==> config.mk <==
export PLATFORM = sky130hd
export DESIGN_NAME = pc_gen
export DESIGN_NICKNAME = d
export VERILOG_FILES = /design/src/rtl/pc_gen.sv
export SDC_FILE = /design/constraint.sdc
export NUM_CORES = 1
export LEC_CHECK = 0
export ABC_AREA = 1
export CAP_MARGIN = 25
export CORE_MARGIN = 4
export CORE_UTILIZATION = 54
export CTS_CLUSTER_SIZE = 20
export DETAILED_ROUTE_END_ITERATION = 6
export PLACE_DENSITY = 0.88
export SLEW_MARGIN = 20
export SYNTH_ARGS = -nofsm -noshare
export SYNTH_HDL_FRONTEND = slang
export SYNTH_SLANG_ARGS = --single-unit
==> constraint.sdc <==
create_clock -name clk -period 4.7 [get_ports clk]
set_input_delay 0.94 -clock clk [delete_from_list [all_inputs] [get_ports clk]]
set_output_delay 0.94 -clock clk [all_outputs]
set_load 0.01 [all_outputs]
==> src/rtl/pc_gen.sv <==
// Fetch program-counter generator: BOOT/RUN/HALT sequencing, +PC_STEP advance, execute redirects.
// Optional performance counters are compiled in when PCGEN_PERF_EN is defined.
module pc_gen #(
  parameter int          XLEN     = 64,
  parameter logic [63:0] RESET_PC = 64'h8000_0000,
  parameter int          PC_STEP  = 4
) (
  input  logic            clk,
  input  logic            rst,
  output logic [XLEN-1:0] inst_addr,
  output logic            pc_valid,
  input  logic            pc_ready,
  input  logic            redirect_valid,
  input  logic [XLEN-1:0] redirect_pc,
  output logic            flush,
  input  logic            halt_req,
  output logic            halted,
  output logic            misalign_err
`ifdef PCGEN_PERF_EN
  ,
  output logic [63:0]     perf_fetch_cnt,
  output logic [63:0]     perf_redirect_cnt
`endif
);

  localparam logic [XLEN-1:0] RESET_ADDR = RESET_PC[XLEN-1:0];
  localparam logic [XLEN-1:0] STEP       = XLEN'(PC_STEP);

  typedef enum logic [1:0] {
    BOOT = 2'd0,
    RUN  = 2'd1,
    HALT = 2'd2
  } state_t;

  state_t          state_reg, state_next;
  logic [XLEN-1:0] addr_reg, addr_next;
  logic            flush_reg, flush_next;
  logic            mis_reg, mis_next;
  logic            fire;
  logic            misaligned;

  assign misaligned = (redirect_pc[1:0] != 2'b00);
  assign fire       = (state_reg == RUN) && pc_ready;

  always_ff @(posedge clk) begin
    if (rst) begin
      state_reg <= BOOT;
      addr_reg  <= RESET_ADDR;
      flush_reg <= 1'b0;
      mis_reg   <= 1'b0;
    end else begin
      state_reg <= state_next;
      addr_reg  <= addr_next;
      flush_reg <= flush_next;
      mis_reg   <= mis_next;
    end
  end

  // Priority inside BOOT/RUN: halt_req, misaligned redirect, aligned redirect, advance.
  always_comb begin
    state_next = state_reg;
    addr_next  = addr_reg;
    flush_next = 1'b0;
    mis_next   = mis_reg;
    case (state_reg)
      BOOT, RUN: begin
        if (state_reg == BOOT) state_next = RUN;
        if (halt_req) begin
          state_next = HALT;
        end else if (redirect_valid && misaligned) begin
          state_next = HALT;
          mis_next   = 1'b1;
          flush_next = 1'b1;
        end else if (redirect_valid) begin
          addr_next  = redirect_pc;
          flush_next = 1'b1;
        end else if (fire) begin
          addr_next  = addr_reg + STEP;
        end
      end
      HALT: begin
        state_next = HALT;
      end
      default: begin
        state_next = BOOT;
      end
    endcase
  end

  assign inst_addr    = addr_reg;
  assign pc_valid     = (state_reg == RUN);
  assign halted       = (state_reg == HALT);
  assign flush        = flush_reg;
  assign misalign_err = mis_reg;

`ifdef PCGEN_PERF_EN
  logic redir_taken;
  logic [63:0] fetch_cnt_reg, redirect_cnt_reg;

  // HALT never fires or takes a redirect, so both counters freeze there naturally.
  assign redir_taken = (state_reg != HALT) && !halt_req && redirect_valid && !misaligned;

  always_ff @(posedge clk) begin
    if (rst) begin
      fetch_cnt_reg    <= 64'd0;
      redirect_cnt_reg <= 64'd0;
    end else begin
      if (fire)        fetch_cnt_reg    <= fetch_cnt_reg + 64'd1;
      if (redir_taken) redirect_cnt_reg <= redirect_cnt_reg + 64'd1;
    end
  end

  assign perf_fetch_cnt    = fetch_cnt_reg;
  assign perf_redirect_cnt = redirect_cnt_reg;
`endif

endmodule

==> metrics.csv, run 1 <==
metric,value,unit
status,completed,
minimum clock period,3020,ps
yosys warns,0,
max reg flops,64,
Worst Path Max Fanout,64,
I/O Pins,137,
Slowest Stage Delay on Critical Path,540,ps
starting density of the core,55.4,%
largest net degree at the start of global routing,66,
# resized after CTS,0,
count of different cell masters after synthesis,30,
Max Cap Viol,0,
setup TNS,0,ps
CP max-delay cell,buf_4,
die height,105,µm
H-tree depth,3,
CP arrival,3260,ps
Util after Layout,72.3,%
Iter 0 DRT Violations,624,
number of remaining DRC errors,0,
Max VDD drop,147,µV
synthesized area per cell,5.60,µm²
setup violators final,0,
Worst EP required,4940,ps
area delta synth->final,30.4,%
Yosys reg bits,68,
Port Buffers,136,
combinational group share of total power,16.0,%
first-pass GRT wire length,29700,µm
Worst slew margin,42.8,%
vias,6537,
Net Sw Power,0.381,mW
num rows,35,
chip width,105,µm
post-CTS setup buffer count,0,
Final Hold Fails,0,
fraction of the cycle the final worst path needs,64.3,%
global placement routability congestion,1.03,
ys flop type,dfxtp_1,
Hold WS,460,ps
Synth Instances,915,
DR WL/cell,15.9,µm
vias in the first global route,5975,
Sw Share,28.3,%
crit-path cells,"clkdlybuf4s50_1, inv_4, buf_4, nor2_4, nor2_2, nor2_4, inv_2, o21ai_0, a21oi_1, o21ai_1",
Final #Nets,1103,
dpl ws,1330,ps
RSZ-0062 raised after global routing,false,
Antenna diodes,0,
Clock Root Buffer,clkbuf_8,
most frequent CP cell,nor2_4,
# placed instances,1151,
DR vias/cell,5.60,
Max Slew Vio Count,0,
static leakage,2.39,nW
antenna violation net count after detailed routing,0,
Top delay family on crit path,buffers and inverters,
f_max,0.331,GHz
All-Layer GR Usage,32.8,%
power density cells,201,nW/µm²
Die Area,11100,µm²
total CTS buffers,9,
final worst slack,1680,ps
Crit Path Class,in -> reg,
share of cells above drive strength 1,5.01,%
non-filler instance count after layout,1167,
Syn Nets,985,
CTS tree,built,
Worst-Margin Slew,857,ps
clk_skew,13.2,ps
# clock sinks,68,
"EDFF count, synth",0,
CP Buf/Inv Count,4,
startpoint types,primary input,
register area share after synthesis,26.6,%
Clock Power Share,38.0,%
Final HPWL DP,13800,µm
sequential share of power,46.0,%
Pre-antenna DRT Iters,5,
WL final,18500,µm
Synth Cell Area,5120,µm²
antenna violations before repair,1,
asr flop ratio synth,0,%
Pint,0.964,mW
Worst-path clk slew,80,ps
CTS Buffer Depth,2,
Skew-Pair Late Insertion Delay,360,ps
global route overflow,0,
hold_buf cts,0,
CP endpoint kind,register,
Core ar.,9240,µm²
Hold WC Path Type,reg -> reg,
## metal layers
metal | GRT usage (%) | wire (µm) | vias up | part of all wire (%)
li1 | - | - | 3154 | -
met1 | 43.9 | 7490 | 2927 | 40
met2 | 50.6 | 8260 | 390 | 45
met3 | 7.84 | 2140 | 64 | 12
met4 | 13.6 | 631 | 2 | 3.4
met5 | 0 | 14 | - | 0.076
## layout by cell type (no fill, tap or decap), types with 3 or more instances in the layout
master,instances
clkbuf_8,10
o31ai_1,6
nand3b_1,4
nand3_1,67
o211ai_1,14
a31oi_1,3
o21ai_0,44
nand4_1,12
nor3_1,5
dfxtp_1,68
inv_2,4
nor2_1,181
nor2_2,9
clkdlybuf4s50_1,135
inv_1,80
nand2_1,296
nand2_2,4
o21ai_1,4
nor2_4,6
a21oi_1,65
buf_4,4
## power by group through the flow
stage / logic, mW / clock network, mW / registers [mW]
finish: 0.216 / 0.511 / 0.618
global route: 0.237 / 0.537 / 0.621
global placement: 0.212 / 0 / 0.631
CTS: 0.216 / 0.512 / 0.617
floorplan: 0.102 / 0 / 0.631
detailed placement: 0.214 / 0 / 0.631
## cell usage after synthesis, types with 5 or more instances
cell type	n	area, µm²
buf_2	6	30.0
o31ai_1	6	45.0
dfxtp_1	68	1360
nor2_2	9	56.3
clkbuf_1	17	63.8
nand2_1	296	1110
buf_6	6	67.6
o21ai_0	44	220
a21oi_1	65	325
inv_1	80	300
nor3_1	5	25.0
o211ai_1	14	105
nand4_1	12	75.1
nor2_4	6	67.6
nand3_1	67	335
nor2_1	181	679
## path summary, 6_finish.rpt
check	from	endpoint	slack [ps]	cells after the start
max	redirect_valid	inst_addr[31]$_SDFFE_PP1P_	1680	10
min	inst_addr[1]$_SDFFE_PP0P_	inst_addr[1]$_SDFFE_PP0P_	460	2
max reg2reg	state_reg[1]$_SDFFE_PP0P_	inst_addr[31]$_SDFFE_PP1P_	2440	8
min reg2reg	inst_addr[1]$_SDFFE_PP0P_	inst_addr[1]$_SDFFE_PP0P_	460	2
## layout make-up
| cell class | count | area, µm² |
|---|---|---|
| Timing Repair Buffer | 140 | 1390 |
| Sequential cell | 68 | 1360 |
| Tap cell | 129 | 161 |
| Multi-Input combinational cell | 729 | 3250 |
| Clock inverter | 6 | 63.8 |
| Fill cell | 852 | 2560 |
| Inverter | 85 | 322 |
| Clock buffer | 10 | 138 |
## metrics by stage
step           total power [mW]  instance area [µm²]
6_report                   1.35                 6680
5_1_grt                    1.40                 6680
4_1_cts                    1.35                 6680
3_5_place_dp              0.845                 6480
3_3_place_gp              0.843                 6480
2_1_floorplan             0.733                 5120
## cells by family (layout without fill, tap and decap cells)
family	after synthesis	count (layout)	synth area share, %
flip-flops	68	68	26.6
AO/OA/AOI/OAI	140	140	15.0
buffers and inverters	118	241	10.0
AND/OR/NAND/NOR	588	588	48.1
adder cells (fa/ha/maj)	1	1	0.244
## tightest hold or removal path, delay by kind of cell (launching register included)
kind          cells  cell delay (ps)
flops             1              310
buf+inv           1               40
simple gates      1               70
(Power assumes the default switching activity.)
==> run 2, diff against run 1 <==
--- a/config.mk
+++ b/config.mk
@@ -8,10 +8,10 @@
 export ABC_AREA = 1
 export CAP_MARGIN = 25
 export CORE_MARGIN = 4
-export CORE_UTILIZATION = 54
+export CORE_UTILIZATION = 45
 export CTS_CLUSTER_SIZE = 20
 export DETAILED_ROUTE_END_ITERATION = 6
-export PLACE_DENSITY = 0.88
+export PLACE_DENSITY = 0.78
 export SLEW_MARGIN = 20
 export SYNTH_ARGS = -nofsm -noshare
 export SYNTH_HDL_FRONTEND = slang
==> constraint.sdc (replaced) <==
create_clock -name clk -period 2.65 [get_ports clk]
set_input_delay 0.53 -clock clk [delete_from_list [all_inputs] [get_ports clk]]
set_output_delay 0.53 -clock clk [all_outputs]
set_load 0.01 [all_outputs]
==> run 2 against run 1 <==
Net effect:
- utilization decreased by 10 points
- largest power group is now the clock network
- cell count increased by 1.1%
- first-iteration DRC count increased by 32%
- non-clock buffer count increased by 2
- critical endpoint is now inst_addr[48]$_SDFFE_PP0P_
- cell area increased by 2.3%
- global-route usage decreased by 4.2 points
- sequential power increased by 78%
- sequential share of layout area decreased by 0.46 points
- clock power increased by 140%
==> metrics.csv, run 2 (synthesis results as in run 1) <==
metric,value,unit
fraction of the cycle the final worst path needs,77.9,%
Clock Root Buffer,clkbuf_16,
Util after Layout,62.2,%
Iter 0 DRT Violations,824,
vias in the first global route,5834,
sequential share of power,40.1,%
total CTS buffers,9,
Final HPWL DP,14100,µm
area delta synth->final,33.4,%
Reg2Reg Capture Point,inst_addr[48]$_SDFFE_PP0P_,
Hold WS,462,ps
chip width,115,µm
Pint,2.04,mW
# placed instances,1164,
R2R setup slack,590,ps
Net Sw Power,0.700,mW
non-filler instance count after layout,1180,
post-CTS setup buffer count,0,
hold_buf cts,0,
CP arrival,2290,ps
R2R Path Start,inst_addr[2]$_SDFFE_PP0P_,
antenna violation net count after detailed routing,0,
share of cells above drive strength 1,5.10,%
startpoint types,register,
I/O Pins,137,
CTS tree,built,
# clock sinks,68,
global placement routability congestion,0.979,
Sw Share,25.6,%
f_max,0.485,GHz
Max VDD drop,335,µV
Skew-Pair Late Insertion Delay,350,ps
clk_skew,9.61,ps
Hold WC Path Type,reg -> reg,
Final Hold Fails,0,
Worst slew margin,43.2,%
first-pass GRT wire length,30000,µm
Max Slew Vio Count,0,
Die Area,13200,µm²
final worst slack,586,ps
combinational group share of total power,14.1,%
status,completed,
RSZ-0062 raised after global routing,false,
Crit Path Class,reg -> reg,
R2R depth,10,
hold_sp,inst_addr[1]$_SDFFE_PP0P_,
minimum clock period,2060,ps
CP endpoint kind,register,
Max Cap Viol,0,
setup violators final,0,
# resized after CTS,0,
Worst-path clk slew,60,ps
storage element area,1360,µm²
power density cells,401,nW/µm²
Layout fillers,1129,
Multi-input gate area,3250,µm²
Hold Path Sink,inst_addr[1]$_SDFFE_PP0P_,
global route overflow,0,
All-Layer GR Usage,28.7,%
starting density of the core,46.6,%
Worst EP required,2870,ps
Antenna diodes,0,
Pre-antenna DRT Iters,6,
number of remaining DRC errors,0,
die height,115,µm
Core ar.,11000,µm²
DR vias/cell,5.36,
num rows,38,
largest net degree at the start of global routing,66,
H-tree depth,3,
vias,6321,
Final #Nets,1105,
dpl ws,252,ps
Clock Power Share,45.8,%
setup TNS,0,ps
antenna violations before repair,0,
Port Buffers,136,
DR WL/cell,15.9,µm
Worst Path Max Fanout,8,
Hold Path Stages,2,
CTS Buffer Depth,2,
WL final,18700,µm
"commonest non-fill, non-tap cells in the layout","nand2_1 (296), nor2_1 (181), clkdlybuf4s50_1 (134)",
Worst-Margin Slew,851,ps
max reg flops,64,
"commonest non-fill, non-tap cell in the layout",nand2_1,
static leakage,2.45,nW
[run 2: changes by cell type in the layout (fill, tap and decap cells not counted), sizes merged]
cell	delta
buf	+3
clkbuf	+3
clkinv	-3
clkdlybuf4s50	-1
[run 2: final cells by class]
type                    instances  area share (%)
multi-input cells             729            47.5
repair buffers                142            20.8
flip-flops and latches         68            19.9
inverters                      85            4.71
clock buffers                  13            3.81
well taps                     140            2.56
clock inverters                 3           0.659
[run 2: through the flow]
step | area (µm²) | total power, mW
2_1_floorplan | 5120 | 1.30
3_3_place_gp | 6530 | 1.50
3_5_place_dp | 6530 | 1.50
4_1_cts | 6830 | 2.75
5_1_grt | 6830 | 2.84
6_report | 6830 | 2.74
[run 2: power groups by stage]
stage / clock network (mW) / logic, mW / registers (mW)
CTS: 1.27 / 0.388 / 1.10
global route: 1.31 / 0.427 / 1.10
global placement: 0 / 0.382 / 1.12
floorplan: 0 / 0.181 / 1.12
finish: 1.25 / 0.386 / 1.10
detailed placement: 0 / 0.385 / 1.12
[run 2: worst max-delay path by stage]
| stage | cells past startpoint | to | slack [ps] | startpoint |
|---|---|---|---|---|
| floorplan | 8 | inst_addr[30]$_SDFFE_PP0P_ | 930 | redirect_pc[0] |
| global placement | 8 | inst_addr[26]$_SDFFE_PP0P_ | 340 | redirect_pc[0] |
| detailed placement | 8 | inst_addr[19]$_SDFFE_PP0P_ | 250 | redirect_pc[1] |
| CTS | 8 | inst_addr[19]$_SDFFE_PP0P_ | 610 | redirect_pc[1] |
| global route | 8 | inst_addr[23]$_SDFFE_PP0P_ | 400 | redirect_pc[0] |
| finish | 10 | inst_addr[48]$_SDFFE_PP0P_ | 590 | inst_addr[2]$_SDFFE_PP0P_ |
[run 2: critical path: stages, from the launching register on]
cell	delay, ps
dfxtp_1	420
ha_1	260
nand2_2	90
nor2_4	160
nand2_1	130
nor2_4	320
nand3_1	190
nand2_1	90
nand2_1	50
o21ai_0	170
a21oi_1	80
[run 2: routing by layer]
layer  global-route usage (%)  vias up  wire (µm)
met3                     5.44       17       1770
met4                     9.00        0        271
met5                        0        -          0
met1                     40.1     2845       8350
li1                         -     3166          -
met2                     44.5      293       8330
==> run 3, diff against run 2 <==
--- a/config.mk
+++ b/config.mk
@@ -8,10 +8,10 @@
 export ABC_AREA = 1
 export CAP_MARGIN = 25
 export CORE_MARGIN = 4
-export CORE_UTILIZATION = 45
+export CORE_UTILIZATION = 50
 export CTS_CLUSTER_SIZE = 20
 export DETAILED_ROUTE_END_ITERATION = 6
-export PLACE_DENSITY = 0.78
+export PLACE_DENSITY = 0.82
 export SLEW_MARGIN = 20
 export SYNTH_ARGS = -nofsm -noshare
 export SYNTH_HDL_FRONTEND = slang
==> constraint.sdc (replaced) <==
create_clock -name clk -period 1.9 [get_ports clk]
set_input_delay 0.38 -clock clk [delete_from_list [all_inputs] [get_ports clk]]
set_output_delay 0.38 -clock clk [all_outputs]
set_load 0.01 [all_outputs]
==> run 3 against run 2 <==
Net effect:
- worst hold slack worse by 44 ps
- clock power fell by 9.6%
- clock skew down 1.0 ps
- total power is 20% higher
- setup slack got worse by 520 ps
- register-to-register slack worse by 490 ps
- via count rose by 6.2%
- utilization increased by 12 points
- count of clock-buffer cells in the layout fell by 2
- cell area is 7.5% higher
- critical endpoint is now inst_addr[47]
- largest cell class unchanged
==> metrics.csv, run 3 (synthesis results as in run 1) <==
metric,value,unit
Net Sw Power,0.959,mW
R2R depth,10,
Final Hold Fails,0,
sequential share of power,46.5,%
antenna violation net count after detailed routing,0,
Hold Path Stages,4,
Max VDD drop,342,µV
H-tree depth,3,
die height,109,µm
WL final,19600,µm
Hold WC Path Type,in -> reg,
Final #Nets,1171,
# clock sinks,68,
setup violators final,0,
number of remaining DRC errors,0,
power density cells,446,nW/µm²
chip width,109,µm
CP arrival,1450,ps
num rows,36,
global route overflow,0,
area delta synth->final,43.3,%
minimum clock period,1830,ps
startpoint types,register,
Worst slew margin,78.8,%
status,completed,
R2R setup slack,100,ps
"commonest non-fill, non-tap cell in the layout",nand2_1,
Pint,2.32,mW
Worst-path clk slew,80,ps
max reg flops,64,
Core ar.,9860,µm²
DR WL/cell,15.8,µm
All-Layer GR Usage,33.1,%
Crit Path Class,reg -> out,
Hold Path Sink,inst_addr[0]$_SDFFE_PP0P_,
Worst Path Max Fanout,4,
Pre-antenna DRT Iters,6,
CTS tree,built,
Worst EP required,1520,ps
fraction of the cycle the final worst path needs,96.5,%
Layout fillers,879,
share of cells above drive strength 1,13.0,%
vias,6712,
Worst-Margin Slew,318,ps
Clock Power Share,34.6,%
Iter 0 DRT Violations,691,
Final HPWL DP,15000,µm
global placement routability congestion,0.969,
Skew-Pair Late Insertion Delay,350,ps
starting density of the core,51.9,%
setup TNS,0,ps
Max Slew Vio Count,0,
R2R Path Start,inst_addr[7]$_SDFFE_PP0P_,
hold_sp,rst,
Die Area,11900,µm²
Critical Path Start,inst_addr[47]$_SDFFE_PP0P_,
Clock Root Buffer,clkbuf_8,
f_max,0.545,GHz
Sw Share,29.3,%
first-pass GRT wire length,30900,µm
Max Cap Viol,0,
Antenna diodes,0,
I/O Pins,137,
Reg2Reg Capture Point,inst_addr[36]$_SDFFE_PP0P_,
Port Buffers,136,
DR vias/cell,5.42,
CP endpoint kind,output pin,
clk_skew,8.59,ps
largest net degree at the start of global routing,63,
CTS Buffer Depth,2,
vias in the first global route,6220,
static leakage,2.76,nW
total CTS buffers,9,
antenna violations before repair,0,
"commonest non-fill, non-tap cells in the layout","nand2_1 (292), nor2_1 (167), clkdlybuf4s50_1 (135)",
Util after Layout,74.4,%
combinational group share of total power,19.0,%
hold_buf cts,0,
==> run 3: changes by cell type in the layout (fill, tap and decap cells not counted), moves of 8 or more <==
| cell | delta |
|---|---|
| clkbuf_16 | -9 |
| clkbuf_8 | +8 |
| nor2_1 | -14 |
| nor2_2 | +11 |
| buf_4 | +60 |
==> run 3: repair_timing <==
| item | CTS | global route |
|---|---|---|
| gates resized for setup | 0 | 30 |
| buffers inserted | 0 | 4 |
| endpoints found under the setup margin | 0 | 35 |
| hold endpoints to repair | 0 | 0 |
==> run 3: metal layers <==
metal | global-route usage (%) | share of wire [%]
met1 | 45.9 | 42
met5 | 0 | 0
met4 | 9.35 | 1.6
met2 | 52.4 | 45
met3 | 6.28 | 11
==> run 3: worst max path at each step <==
stage,depth (start not counted),to
2_1_floorplan,10,inst_addr[56]$_SDFFE_PP0P_
3_3_place_gp,8,inst_addr[33]$_SDFFE_PP0P_
3_5_place_dp,9,inst_addr[19]$_SDFFE_PP0P_
4_1_cts,10,inst_addr[35]$_SDFFE_PP0P_
5_1_grt,9,inst_addr[46]$_SDFFE_PP0P_
6_report,2,inst_addr[47]
==> run 3: worst max-delay path: stages, from the launching register on <==
cell and delay, ps:
dfxtp_1 400, buf_4 150, clkdlybuf4s50_1 550
==> run 3: stage by stage <==
step	hold slack, ps	total power [mW]	worst slack (ps)	instance area (µm²)	cells
final	418	3.28	65.8	7340	1239
after global routing	472	3.40	-17.3	7340	1239
after CTS	417	3.28	11.7	7230	1235
after detailed placement	448	2.17	-165	7050	1219
after global placement	439	2.16	-113	7050	1219
after floorplan	477	1.81	200	5120	915
==> run 3: area by class of cell <==
class                           instances  area, µm²  area share (%)
Clock buffer                           11        141            1.93
Multi-Input combinational cell        729       3310            45.1
Sequential cell                        68       1370            18.7
Tap cell                              133        166            2.27
Timing Repair Buffer                  208       2000            27.2
Inverter                               85        322            4.38
Clock inverter                          5       37.5           0.511
==> run 3: power by group through the flow <==
stage	clock [mW]	combinational, mW	sequential (mW)
CTS	1.14	0.619	1.52
detailed placement	0	0.614	1.55
floorplan	0	0.252	1.56
global route	1.19	0.677	1.53
global placement	0	0.609	1.55
finish	1.13	0.621	1.52
